**src/rtl/s7_display_arbiter.sv**
```systemverilog
// -----------------------------------------------------------------------------
// s7_display_arbiter
//
// Lets several BCD data sources share one multiplexed seven-segment display.
// A round-robin arbiter with a request/grant handshake hands the display to
// one source at a time. The owner keeps it for at least HOLD_CLK_COUNT clocks
// before a competing requester may take over. Every ownership change passes
// through a single blank cycle.
//
// Ports:
//   i_clk        system clock, rising edge
//   i_rst        asynchronous active-high reset
//   i_req        per-source level-sensitive request
//   i_bcd_data   source r digits at [r*DISPLAYS_NUM*4 +: DISPLAYS_NUM*4]
//   o_gnt        registered one-hot grant (all zero when nobody owns)
//   o_bcd_data   registered digits for s7_display (BLANK_CODE when unowned)
//   o_busy       high while a source owns the display
//   o_owner_id   index of the current or most recent owner
// -----------------------------------------------------------------------------
module s7_display_arbiter #(
   parameter int         DISPLAYS_NUM   = 4,
   parameter int         REQ_NUM        = 2,
   parameter int         HOLD_CLK_COUNT = 40,
   parameter logic [3:0] BLANK_CODE     = 4'hF,
   localparam int        ID_W           = (REQ_NUM > 1) ? $clog2(REQ_NUM) : 1,
   localparam int        DATA_W         = DISPLAYS_NUM * 4
) (
   input  logic                        i_clk,
   input  logic                        i_rst,
   input  logic [REQ_NUM-1:0]          i_req,
   input  logic [REQ_NUM*DATA_W-1:0]   i_bcd_data,
   output logic [REQ_NUM-1:0]          o_gnt,
   output logic [DATA_W-1:0]           o_bcd_data,
   output logic                        o_busy,
   output logic [ID_W-1:0]             o_owner_id
);

   localparam int                CNT_W     = (HOLD_CLK_COUNT > 1) ? $clog2(HOLD_CLK_COUNT) : 1;
   localparam logic [CNT_W-1:0]  CNT_MAX   = CNT_W'(HOLD_CLK_COUNT - 1);
   localparam logic [ID_W:0]     REQ_NUM_W = (ID_W + 1)'(REQ_NUM);
   localparam logic [DATA_W-1:0] BLANK_ALL = {DISPLAYS_NUM{BLANK_CODE}};

   typedef enum logic [1:0] {
      S_IDLE,
      S_OWN,
      S_GAP
   } state_t;

   state_t              state_reg, state_next;
   logic [ID_W-1:0]     last_owner_reg, last_owner_next;
   logic [ID_W-1:0]     owner_id_reg, owner_id_next;
   logic [CNT_W-1:0]    cnt_reg, cnt_next;
   logic [REQ_NUM-1:0]  gnt_reg, gnt_next;
   logic [DATA_W-1:0]   bcd_reg, bcd_next;

   // Per-source digit slices, indexable by owner/winner id.
   logic [DATA_W-1:0]   src_data [REQ_NUM];

   // Round-robin candidates: cand_idx[k] is the source examined k-th,
   // starting at last_owner+1 and wrapping. The previous owner is examined
   // last, which gives it the lowest priority.
   logic [ID_W-1:0]     cand_idx [REQ_NUM];
   logic [REQ_NUM-1:0]  cand_req;
   logic [ID_W-1:0]     rr_winner;
   logic                rr_found;

   genvar gi;
   generate
      for (gi = 0; gi < REQ_NUM; gi++) begin : g_src
         logic [ID_W:0] rr_sum;

         assign src_data[gi] = i_bcd_data[gi*DATA_W +: DATA_W];
         assign rr_sum       = {1'b0, last_owner_reg} + (ID_W + 1)'(gi + 1);
         assign cand_idx[gi] = (rr_sum >= REQ_NUM_W) ? ID_W'(rr_sum - REQ_NUM_W)
                                                     : rr_sum[ID_W-1:0];
         assign cand_req[gi] = i_req[cand_idx[gi]];
      end
   endgenerate

   // Lowest candidate position wins: scanning downward lets the earliest
   // requesting candidate overwrite any later one.
   always_comb begin
      rr_found  = |cand_req;
      rr_winner = cand_idx[0];
      for (int k = REQ_NUM - 1; k >= 0; k--) begin
         if (cand_req[k]) begin
            rr_winner = cand_idx[k];
         end
      end
   end

   // gnt_reg is one-hot on the owner while in OWN, so it doubles as the
   // owner mask for the release and preempt checks.
   logic owner_req;
   logic others_req;

   assign owner_req  = |(i_req & gnt_reg);
   assign others_req = |(i_req & ~gnt_reg);

   always_comb begin
      state_next      = state_reg;
      last_owner_next = last_owner_reg;
      owner_id_next   = owner_id_reg;
      cnt_next        = cnt_reg;
      gnt_next        = gnt_reg;
      bcd_next        = bcd_reg;

      case (state_reg)
         S_OWN: begin
            if (!owner_req || ((cnt_reg == CNT_MAX) && others_req)) begin
               // Release takes precedence; either way the display blanks
               // for one cycle before anyone else is granted.
               state_next = S_GAP;
               gnt_next   = '0;
               bcd_next   = BLANK_ALL;
            end else begin
               bcd_next = src_data[owner_id_reg];
               if (cnt_reg != CNT_MAX) begin
                  cnt_next = cnt_reg + 1'b1;
               end
            end
         end
         default: begin  // S_IDLE and S_GAP arbitrate identically
            if (rr_found) begin
               state_next      = S_OWN;
               cnt_next        = '0;
               gnt_next        = REQ_NUM'(1) << rr_winner;
               owner_id_next   = rr_winner;
               last_owner_next = rr_winner;
               bcd_next        = src_data[rr_winner];
            end else begin
               state_next = S_IDLE;
               gnt_next   = '0;
               bcd_next   = BLANK_ALL;
            end
         end
      endcase
   end

   always_ff @(posedge i_clk or posedge i_rst) begin
      if (i_rst) begin
         state_reg      <= S_IDLE;
         last_owner_reg <= ID_W'(REQ_NUM - 1);
         owner_id_reg   <= '0;
         cnt_reg        <= '0;
         gnt_reg        <= '0;
         bcd_reg        <= BLANK_ALL;
      end else begin
         state_reg      <= state_next;
         last_owner_reg <= last_owner_next;
         owner_id_reg   <= owner_id_next;
         cnt_reg        <= cnt_next;
         gnt_reg        <= gnt_next;
         bcd_reg        <= bcd_next;
      end
   end

   assign o_gnt      = gnt_reg;
   assign o_bcd_data = bcd_reg;
   assign o_busy     = (state_reg == S_OWN);
   assign o_owner_id = owner_id_reg;

endmodule

```
**config.mk**
```make
export PLATFORM = sky130hd
export DESIGN_NAME = s7_display_arbiter
export DESIGN_NICKNAME = d
export VERILOG_FILES = /design/src/rtl/s7_display_arbiter.sv
export SDC_FILE = /design/constraint.sdc
export NUM_CORES = 1
export LEC_CHECK = 0
export CAP_MARGIN = 20
export CORE_UTILIZATION = 45
export CTS_CLUSTER_DIAMETER = 100
export DETAILED_ROUTE_END_ITERATION = 7
export GPL_ROUTABILITY_DRIVEN = 0
export PLACE_DENSITY = 0.85
export SYNTH_ARGS = -nofsm -noshare
export SYNTH_HDL_FRONTEND = slang
export SYNTH_SLANG_ARGS = --single-unit
```
**constraint.sdc**
```tcl
create_clock -name i_clk -period 3.9 [get_ports i_clk]
set_input_delay 1.17 -clock i_clk [delete_from_list [all_inputs] [get_ports i_clk]]
set_output_delay 1.17 -clock i_clk [all_outputs]
set_load 0.01 [all_outputs]
```
# [Word-level counts from Yosys, hierarchy flattened]
# Index checks and enable logic that the tools add are counted.
[word_totals] inputBits=36 register_bits=28
[classes] n_reduce_logical=9 magnitude_cmp=6 add_sub_neg=5 muxes=27 bitwise_logic=6 eq_ne=6 shifts=1
[ops] cell="$mux W16" n=9
[ops] cell="$mux W6" n=4
[ops] cell="$mux W2" n=5
[ops] cell="$mux W1" n=9
[ops] cell="$ge A2 B2 Y1 const B" n=4
[ops] cell="$add A6 B1 Y6 const B" n=1
[ops] cell="$eq A6 B6 Y1 const B" n=1
[ops] cell="$ne A6 B6 Y1 const B" n=1
[ops] cell="$reduce_or A2 Y1" n=3
[ops] cell="$and A2 B2 Y2" n=2
[ops] cell="$lt A1 B2 Y1 const B" n=2
[ops] cell="$ne A2 B1 Y1 const B" n=2
[ops] cell="$not A1 Y2" n=2
[ops] cell="$reduce_and A3 Y1" n=1
[ops] cell="$add A1 B1 Y2 const B" n=1
[ops] cell="$add A1 B2 Y2 const B" n=1
[ops] cell="$eq A2 B1 Y1 const B" n=1
[ops] cell="$ne A2 B2 Y1 const B" n=1
[ops] cell="$not A2 Y2" n=1
[ops] cell="$reduce_and A2 Y1" n=1
[ops] cell="$reduce_bool A2 Y1" n=1
[ops] cell="$shl A1 B1 Y2 const A" n=1
[ops] cell="$sub A1 B1 Y1 const B" n=2
[ops] cell="$logic_and A1 B1 Y1" n=1
[ops] cell="3 further kinds" n=3

# [Depth between registers and ports, before layout]
# Gate-level depths: netlist of the first run.
[depth] ltp_word=13 ltp_mapped=6 ltp_nobuf=5

# [Worst setup path before layout of the first run]
# OpenSTA, ideal clock, no wires.
[synth_timing] path_kind="in2reg" start="input i_req[1]" end="register bcd_reg[10], in the netlist o_bcd_data[10]" setup_ns=0.080 path_slack_ns=1.522 stages=6 arrival_time_ns=2.298 path_buffers=2 cell_sequence="buf_6 > a22oi_2 > or2_4 > o32a_4 > buf_6 > o22a_1"
[synth_between] elab_chain_cells=10 word_cells_on_any_way=21
[synth_lines] item="from (decl)" line_no="30" source="input logic [REQ_NUM-1:0] i_req,"
[synth_lines] item="$mux W1 (implied by the code) (2 in series)" line_no="76" source="assign cand_req[gi] = i_req[cand_idx[gi]];"
[synth_lines] item="$mux W1 (2 in series)" line_no="86" source="if (cand_req[k]) begin"
[synth_lines] item="$not A1 Y2 (implied by the code)" line_no="130" source="bcd_next = src_data[rr_winner];"
[synth_lines] item="$mux W16 (implied by the code) (3 in series)" line_no="130"
[synth_lines] item="$mux W16" line_no="124" source="if (rr_found) begin"
[synth_lines] item="$mux W16 *" line_no="108" source="case (state_reg)"
[synth_lines] item="net bcd_next[10]" line_no="54" source="logic [DATA_W-1:0] bcd_reg, bcd_next;"
[synth_lines] item="to (signal assigned)" line_no="154" source="bcd_reg <= bcd_next;"
[synth_lines] item="to (decl)" line_no="54"
# Mark *: on every way through the listed nets, which the timed path passes. The rest lies on a longest branch. The select of a mux whose other input is x is not followed.
# A chain may end at the register's enable or synchronous reset.

# [Final worst setup path of the first run]
[layout_timing] start="register state_reg[1]" end="output o_busy"
[layout_between] elab_chain_cells=1
[layout_lines] item="from (decl)" line_no="49" source="state_t state_reg, state_next;"
[layout_lines] item="from (signal assigned)" line_no="149" source="state_reg <= state_next;"
[layout_lines] item="$eq A2 B1 Y1" line_no="160" source="assign o_busy = (state_reg == S_OWN);"
[layout_lines] item="to (decl)" line_no="34" source="output logic o_busy,"
# No other way between the ends.

==> results of run 1 <==
## synth_stat cells (3+ instances only)
| master | instances |
|---|---|
| dfrtp_1 | 11 |
| nor2_1 | 3 |
| dfstp_2 | 17 |
| o22a_1 | 16 |
| a21oi_1 | 3 |
| buf_6 | 3 |
| nand2_1 | 6 |
| nand3_1 | 4 |
| nand2b_1 | 3 |
| inv_1 | 6 |
| o211ai_1 | 3 |
## placed cells by master, fill, tap and decap left out, types with 2 or more instances in the layout
cell,Yosys,routed
clkdlybuf4s50_1,0,55
dfstp_2,17,17
o22a_1,16,16
dfrtp_1,11,11
nand2_1,6,6
inv_1,6,6
nand3_1,4,4
nand2b_1,3,3
nor2_1,3,3
a21oi_1,3,3
o211ai_1,3,3
clkbuf_4,0,3
and2_1,2,2
o31ai_1,2,2
o41ai_1,2,2
o21ai_0,2,2
## through the flow
| step | total power, mW | utilization, % | hold slack (ns) | instance area (um2) |
|---|---|---|---|---|
| floorplan | 0.798 | - | 0.470 | 1300 |
| global placement | 1.02 | 66.7 | 0.504 | 1840 |
| detailed placement | 1.04 | 66.7 | 0.498 | 1840 |
| CTS | 1.16 | 67.6 | 0.520 | 1870 |
| global route | 1.23 | 68.6 | 0.543 | 1890 |
| finish | 1.15 | 68.6 | 0.520 | 1890 |
## per-layer routing
metal  share of wire, %  wire length (um)  vias up
met2                 45              1290       52
met4                1.6                46        0
li1                   -                 -      498
met5                  0                 0        -
met3                9.5               271        8
met1                 44              1250      476
## final cells by class
cell class	count	area, um2	area share [%]
clock buffer	4	26.3	1.39
inverter	6	22.5	1.19
multi-input combinational	65	505	26.7
sequential	28	722	38.1
tap	31	38.8	2.05
timing repair buffer	56	578	30.5
## power by group
group          total (mW)  leakage (nW)  internal [mW]  switching (mW)
logic               0.536         0.409          0.300           0.236
clock network       0.118        0.0150         0.0399          0.0778
registers           0.499         0.324          0.443          0.0556
## kinds of logic (layout without fill, tap and decap cells)
| kind of cell | Yosys count | after routing | synth area share, % |
|---|---|---|---|
| AOI/OAI and AO/OA | 38 | 38 | 26.6 |
| DFF | 28 | 28 | 55.5 |
| adders and majority gates | 1 | 1 | 0.962 |
| buffers and inverters | 12 | 66 | 5.58 |
| and+or+nand+nor | 25 | 25 | 10.7 |
| xor gates and xnor gates | 1 | 1 | 0.674 |
## worst paths after layout
| check | end | slack (ns) | depth (start not counted) |
|---|---|---|---|
| max | o_busy | 1.05 | 3 |
| min | cnt_reg[4] | 0.52 | 1 |
| max reg2reg | state_reg[1] | 1.99 | 5 |
| min reg2reg | cnt_reg[4] | 0.52 | 1 |
| max in group asynchronous | last_owner_reg | 2.37 | 3 |
| min in group asynchronous | o_bcd_data[14] | 1.30 | 2 |
==> flow_summary.toml, run 1 <==
[place]
pre_cts_slack_ns = 0.831
dp_cells = 185
io_buffers = 55
hpwl_um = 2120

[timing]
slew_violations = 0
tns_ns = 0
setup_violations = 0
finalCritPeriodShare_pct = 73.2
final.setup_skew_ns = 0.00369
hold_viol_final = 0
rsz0062_at_grt = "no"
setup_ws_ns = 1.05
worstMarginPinSlew_ns = 0.802
relSlewSlack_pct = 46.1
final.min_clock_period_ns = 2.85
max_freq_mhz = 351

[synthesis]
synth_top_area_share_pct = 34.4
ys_ff_latch = 28
synth_nets = 142
yosysSeqAreaShare_pct = 55.5
synth_edf_count = 0
netlist_area_mm2 = 0.00130
synth.avg_cell_area_um2 = 12.4
yosys_most_used_dff = "dfstp_2"
yosysTopAreaCell = "dfstp_2"
ys_warn_count = 0
synthCells = 105
synthArstFlopShare_pct = 100
ys_types = 37
netlist_top_cells_area = "dfstp_2 (34%), dfrtp_1 (21%), o22a_1 (11%)"

[grt]
grt_overflow_total = 0
grtUsageMet3_pct = 6.28
grtUsageMet2_pct = 30.6
grt_max_degree = 29
use_met1_pct = 26.5
grt_pass1_wl_um = 4890
grt_antenna_before_repair = 0
grt.total_usage_pct = 19.5
busiest_layer = "met2"
first_global_vias = 1050

[floorplanning]
die_h_um = 55.8
fp.dieW_um = 55.8
initial_core_util_pct = 47.1
io_pins = 56
die_area_mm2 = 0.00311
core_area_mm2 = 0.00276
rows = 19

[worst_hold_path]
hold_class = "reg -> reg"
hold_start = "cnt_reg[4]"

[pwr]
powerDensity_mw_per_mm2 = 609
ir_drop_uv = 484
p_leak_nw = 0.748

[clock_tree]
cts_hold_buf = 0
clk_latency_ns = 0.31
cts.reportedPaths.clkPinSlew_ns = 0.14
ctsResizeCount = 0
cts_buffers = 3
cts.sinks = 28
cts_max_level = 1
cts_buffer_depth = 2
postCtsSetupRepairBufs = 0
cts_root_buffer = "clkbuf_4"
cts_tree = "yes"

[critical_path]
crit_fanout = 11
cp_num_buf_inv = 2
worstSetupPathType = "reg -> out"
cp.required_ns = 2.73
cp.arrival_ns = 1.68
crit_chain = "nand2b_1 > inv_1 > clkdlybuf4s50_1"
critPathCaptureType = "output pin"
startpoint = "state_reg[1]"
crit_path_start_kind = "flip-flop"
critPathTopFamily = "buffers and inverters"
cpPeakStageDelay_ns = 0.54
crit_slowest_cell = "clkdlybuf4s50_1"
worstReg2RegStart = "cnt_reg[0]"

[finish]
fillers = 195
syn2layout_area_growth_pct = 45.6
diodes = 0
final_nets = 197
stdcell_count = 190
drive_gt1_share_pct = 17.6
largest_reg_flops = 16

[drt]
drtIter0Drc = 16
drc = 0
vias = 1034
drt-pass1-iter-count = 4
viasPerCell = 5.44
ant_nets = 0
wire_per_inst_um = 15.1
routed_wl_um = 2860

[status]
status = "completed"

[job]
cap_violations = 0
Power figures use the tool's default switching activity.
==> run 2: changes to the inputs <==
--- a/config.mk
+++ b/config.mk
@@ -6,11 +6,11 @@
 export NUM_CORES = 1
 export LEC_CHECK = 0
 export CAP_MARGIN = 20
-export CORE_UTILIZATION = 45
+export CORE_UTILIZATION = 37
 export CTS_CLUSTER_DIAMETER = 100
 export DETAILED_ROUTE_END_ITERATION = 7
 export GPL_ROUTABILITY_DRIVEN = 0
-export PLACE_DENSITY = 0.85
+export PLACE_DENSITY = 0.74
 export SYNTH_ARGS = -nofsm -noshare
 export SYNTH_HDL_FRONTEND = slang
 export SYNTH_SLANG_ARGS = --single-unit
==> constraint.sdc (replaced) <==
create_clock -name i_clk -period 2.4 [get_ports i_clk]
set_input_delay 0.72 -clock i_clk [delete_from_list [all_inputs] [get_ports i_clk]]
set_output_delay 0.72 -clock i_clk [all_outputs]
set_load 0.01 [all_outputs]
==> run 2 against run 1 <==
Against the previous run:
- utilization shrank 10 points
- critical path depth is the same
- first-iteration DRC count rose to 2.6 times the previous value
- clock power is 63% higher
==> flow_summary.toml, run 2 (synthesis results as in run 1) <==
[finish]
syn2layout_area_growth_pct = 50.7
diodes = 0
largest_reg_flops = 16
mostFrequentLayoutCell = "clkdlybuf4s50_1"
fin_util_pct = 58.3
final_nets = 206
drive_gt1_share_pct = 22.0
stdcell_count = 214
mostFrequentLayoutCells = "clkdlybuf4s50_1 (55), dfstp_2 (17), o22a_1 (16)"

[pwr]
powerDensity_mw_per_mm2 = 977
ir_drop_uv = 546
p_leak_nw = 0.783

[floorplanning]
die_h_um = 61.3
die_area_mm2 = 0.00375
io_pins = 56
fp.dieW_um = 61.3
initial_core_util_pct = 38.7
core_area_mm2 = 0.00336
rows = 21

[critical_path]
crit_fanout = 2
reg2reg_slack_ns = 0.64
cpPeakStageDelay_ns = 0.53
cp.arrival_ns = 1.48
critPathCaptureType = "output pin"
worstSetupPathType = "reg -> out"
crit_slowest_cell = "clkdlybuf4s50_1"
crit_path_start_kind = "flip-flop"
cp.required_ns = 1.68
crit_chain = "nand2b_1 > inv_1 > clkdlybuf4s50_1"

[grt]
grt_overflow_total = 0
grt_pass1_wl_um = 4340
grt.total_usage_pct = 15.7
first_global_vias = 989
grt_antenna_before_repair = 0
grt_max_degree = 29

[drt]
vias = 1094
drc = 0
routed_wl_um = 3010
viasPerCell = 5.11
drtIter0Drc = 41
wire_per_inst_um = 14.1
drt-pass1-iter-count = 4
ant_nets = 0

[clock_tree]
clk_latency_ns = 0.31
ctsResizeCount = 0
cts_max_level = 1
cts.sinks = 28
cts_buffer_depth = 2
postCtsSetupRepairBufs = 0
cts_root_buffer = "clkbuf_4"
cts.reportedPaths.clkPinSlew_ns = 0.14
cts_hold_buf = 0
cts_tree = "yes"
cts_buffers = 3

[timing]
setup_violations = 0
final.min_clock_period_ns = 2.20
hold_viol_final = 0
rsz0062_at_grt = "no"
slew_violations = 0
finalCritPeriodShare_pct = 91.8
tns_ns = 0
worstMarginPinSlew_ns = 0.496
relSlewSlack_pct = 66.7
max_freq_mhz = 454
final.setup_skew_ns = 0.00139
fin_hold_ws_ns = 0.544

[job]
cap_violations = 0

[status]
status = "completed"

[worst_hold_path]
hold_class = "reg -> reg"

[place]
dp_cells = 210
hpwl_um = 2290
io_buffers = 55
[run 2: power by group]
part / total (mW) / internal (mW) / switching, mW
sequential: 0.804 / 0.719 / 0.0843
clock: 0.192 / 0.0648 / 0.127
combinational: 0.920 / 0.520 / 0.400
total: 1.92 / 1.30 / 0.611
[run 2: layer usage]
layer / routed length (um) / vias to the layer above / track usage, %
li1: - / 518 / -
met1: 1260 / 535 / 19.2
met2: 1540 / 39 / 28.0
met3: 197 / 2 / 3.57
met4: 14 / 0 / 3.90
met5: 0 / - / 0
[run 2: metrics by stage]
stage | power [mW] | setup WS [ns] | instance area, um2
2_1_floorplan | 1.30 | 0.472 | 1300
3_3_place_gp | 1.71 | -0.0217 | 1930
3_5_place_dp | 1.74 | -0.0549 | 1930
4_1_cts | 1.94 | 0.185 | 1960
5_1_grt | 2.04 | 0.113 | 1960
6_report | 1.92 | 0.196 | 1960
[run 2: final cells by class]
type | count | area [um2]
Timing Repair Buffer | 65 | 626
Inverter | 6 | 22.5
Fill cell | 283 | 1400
Tap cell | 46 | 57.6
Clock buffer | 4 | 26.3
Sequential cell | 28 | 722
Multi-Input combinational cell | 65 | 505
[run 2: critical path: cells and delay by family (launching register included)]
family	cells	cell delay, ns
buffers and inverters	2	0.61
flip-flops	1	0.39
AND/OR/NAND/NOR	1	0.17
[run 2: final timing paths]
kind / start / end / cells past startpoint
min reg2reg: cnt_reg[4] / cnt_reg[4] / 1
min in group asynchronous: i_rst / cnt_reg[3] / 3
max reg2reg: cnt_reg[0] / o_bcd_data[5] / 5
min: cnt_reg[4] / cnt_reg[4] / 1
max in group asynchronous: i_rst / o_bcd_data[2] / 3
max: state_reg[1] / o_busy / 3
==> run 3: changes to the inputs <==
--- a/config.mk
+++ b/config.mk
@@ -5,7 +5,8 @@
 export SDC_FILE = /design/constraint.sdc
 export NUM_CORES = 1
 export LEC_CHECK = 0
-export CAP_MARGIN = 20
+export CAP_MARGIN = 40
+export CORE_MARGIN = 10
 export CORE_UTILIZATION = 37
 export CTS_CLUSTER_DIAMETER = 100
 export DETAILED_ROUTE_END_ITERATION = 7
==> run 3 against run 2 <==
Against the previous run:
- register-to-register slack barely moved
- final cell count fell by 1.4%
- clock power rose by 57%
- clock skew rose by 0.0031 ns
- total power rose by 6.2%
- die area rose by 67%
- sequential share of layout area fell by 0.30 points
- worst setup slack improved by 0.013 ns
- first-iteration DRC count rose by 2.4%
- final area rose by 0.83%
- via count fell by 3.9%
- critical endpoint unchanged
==> flow_summary.toml, run 3 (synthesis results as in run 1) <==
[grt]
first_global_vias = 1193
grt.total_usage_pct = 11.4
grt_max_degree = 29
grt_overflow_total = 0
grt_antenna_before_repair = 0
grt_pass1_wl_um = 5800

[clock_tree]
cts_buffer_depth = 2
cts.sinks = 28
cts_buffers = 3
postCtsSetupRepairBufs = 0
cts.reportedPaths.clkPinSlew_ns = 0.15
ctsResizeCount = 0
clk_latency_ns = 0.32
cts_hold_buf = 0
cts_root_buffer = "clkbuf_4"
cts_tree = "yes"
cts_max_level = 1

[drt]
ant_nets = 0
routed-wl-met2_um = 1770
drt-met1-wl_um = 1430
drt-pass1-iter-count = 4
drc = 0
met3_length_um = 255
vias = 1051
viasPerCell = 4.98
highest_layer = "met4"
routed_wl_um = 3470
wire_per_inst_um = 16.4
drtIter0Drc = 42

[finish]
multi_input_comb_area_um2 = 505
final_nets = 203
fillers = 293
design_area_mm2 = 0.00198
mostFrequentLayoutCells = "clkdlybuf4s50_1 (55), dfstp_2 (17), o22a_1 (16)"
largest_reg_flops = 16
mostFrequentLayoutCell = "clkdlybuf4s50_1"
diodes = 0
register_area_um2 = 722
drive_gt1_share_pct = 21.2
fin_util_pct = 58.7
syn2layout_area_growth_pct = 52.0

[timing]
finalCritPeriodShare_pct = 91.3
final.min_clock_period_ns = 2.19
worstMarginPinSlew_ns = 0.453
setup_violations = 0
relSlewSlack_pct = 69.6
final.setup_skew_ns = 0.00450
hold_viol_final = 0
rsz0062_at_grt = "no"
fin_hold_ws_ns = 0.542
max_freq_mhz = 456
slew_violations = 0

[pwr]
swShare_pct = 30.6
ir_drop_uv = 489
p_leak_nw = 0.788
p_sw_mw = 0.622
p_int_mw = 1.41
p_seq_share_pct = 39.6
p_clk_share_pct = 14.8
power_frac_comb_pct = 45.6
finalPower_mw = 2.03
powerDensity_mw_per_mm2 = 1030

[worst_hold_path]
hold_start = "cnt_reg[2]"
min_to = "cnt_reg[2]"
hold_path_depth = 1
hold_class = "reg -> reg"

[place]
hpwl_um = 2790
placed_area_mm2 = 0.00192
io_buffers = 55

[critical_path]
crit_path_start_kind = "flip-flop"
cp.arrival_ns = 1.47
worstReg2RegStart = "cnt_reg[0]"
reg2reg_depth = 5
cp.required_ns = 1.68
crit_fanout = 2
reg2reg_slack_ns = 0.65
worstSetupPathType = "reg -> out"
critPathCaptureType = "output pin"
worstReg2RegEnd = "o_bcd_data[0]"

[job]
cap_violations = 0

[floorplanning]
rows = 21
initial_core_util_pct = 38.7
fp.dieW_um = 79.3
io_pins = 56
die_h_um = 79.3
core_area_mm2 = 0.00336
die_area_mm2 = 0.00628

[status]
status = "completed"
run 3: changes by cell type in the layout (fill, tap and decap cells not counted):
cell,change
buf_12,+1
buf_4,-4
bufinv_16,+1
clkbuf_1,-1
run 3: per-layer routing:
layer | global-route usage, % | vias to the layer above
li1 | - | 509
met4 | 2.69 | 0
met1 | 12.5 | 500
met5 | 0 | -
met2 | 20.5 | 40
met3 | 3.72 | 2
run 3: layout make-up:
class / count / area share (%)
flip-flops and latches: 28 / 36.5
repair buffers: 62 / 31.2
well taps: 46 / 2.91
clock buffers: 3 / 1.14
clock inverters: 1 / 1.52
multi-input cells: 65 / 25.6
inverters: 6 / 1.14
run 3: through the flow:
step | worst slack [ns] | std cells | setup TNS [ns]
finish | 0.209 | 211 | 0
global route | 0.128 | 211 | 0
CTS | 0.181 | 211 | 0
detailed placement | -0.0431 | 207 | -0.251
global placement | 0.00312 | 207 | 0
floorplan | 0.472 | 105 | 0
run 3: worst max path at each step:
stage / startpoint / endpoint / slack (ns) / cells past startpoint
CTS: state_reg[1] / o_busy / 0.18 / 3
global route: state_reg[1] / o_busy / 0.13 / 3
finish: state_reg[1] / o_busy / 0.21 / 3
global placement: i_req[1] / o_bcd_data[9] / 0.003 / 5
detailed placement: i_req[1] / o_bcd_data[0] / -0.04 / 5
floorplan: i_req[1] / o_bcd_data[10] / 0.47 / 6
run 3: critical path, stage by stage (launching register included):
cell             delay, ns
dfrtp_1               0.38
nand2b_1              0.15
inv_1                 0.08
clkdlybuf4s50_1       0.54
run 3: power by group through the flow:
| stage | combinational, mW | clock, mW | sequential (mW) |
|---|---|---|---|
| after floorplan | 0.416 | 0 | 0.881 |
| after CTS | 0.946 | 0.317 | 0.809 |
| after detailed placement | 0.944 | 0 | 0.819 |
| after global placement | 0.922 | 0 | 0.809 |
| after global routing | 1.01 | 0.335 | 0.830 |
| final | 0.927 | 0.301 | 0.805 |
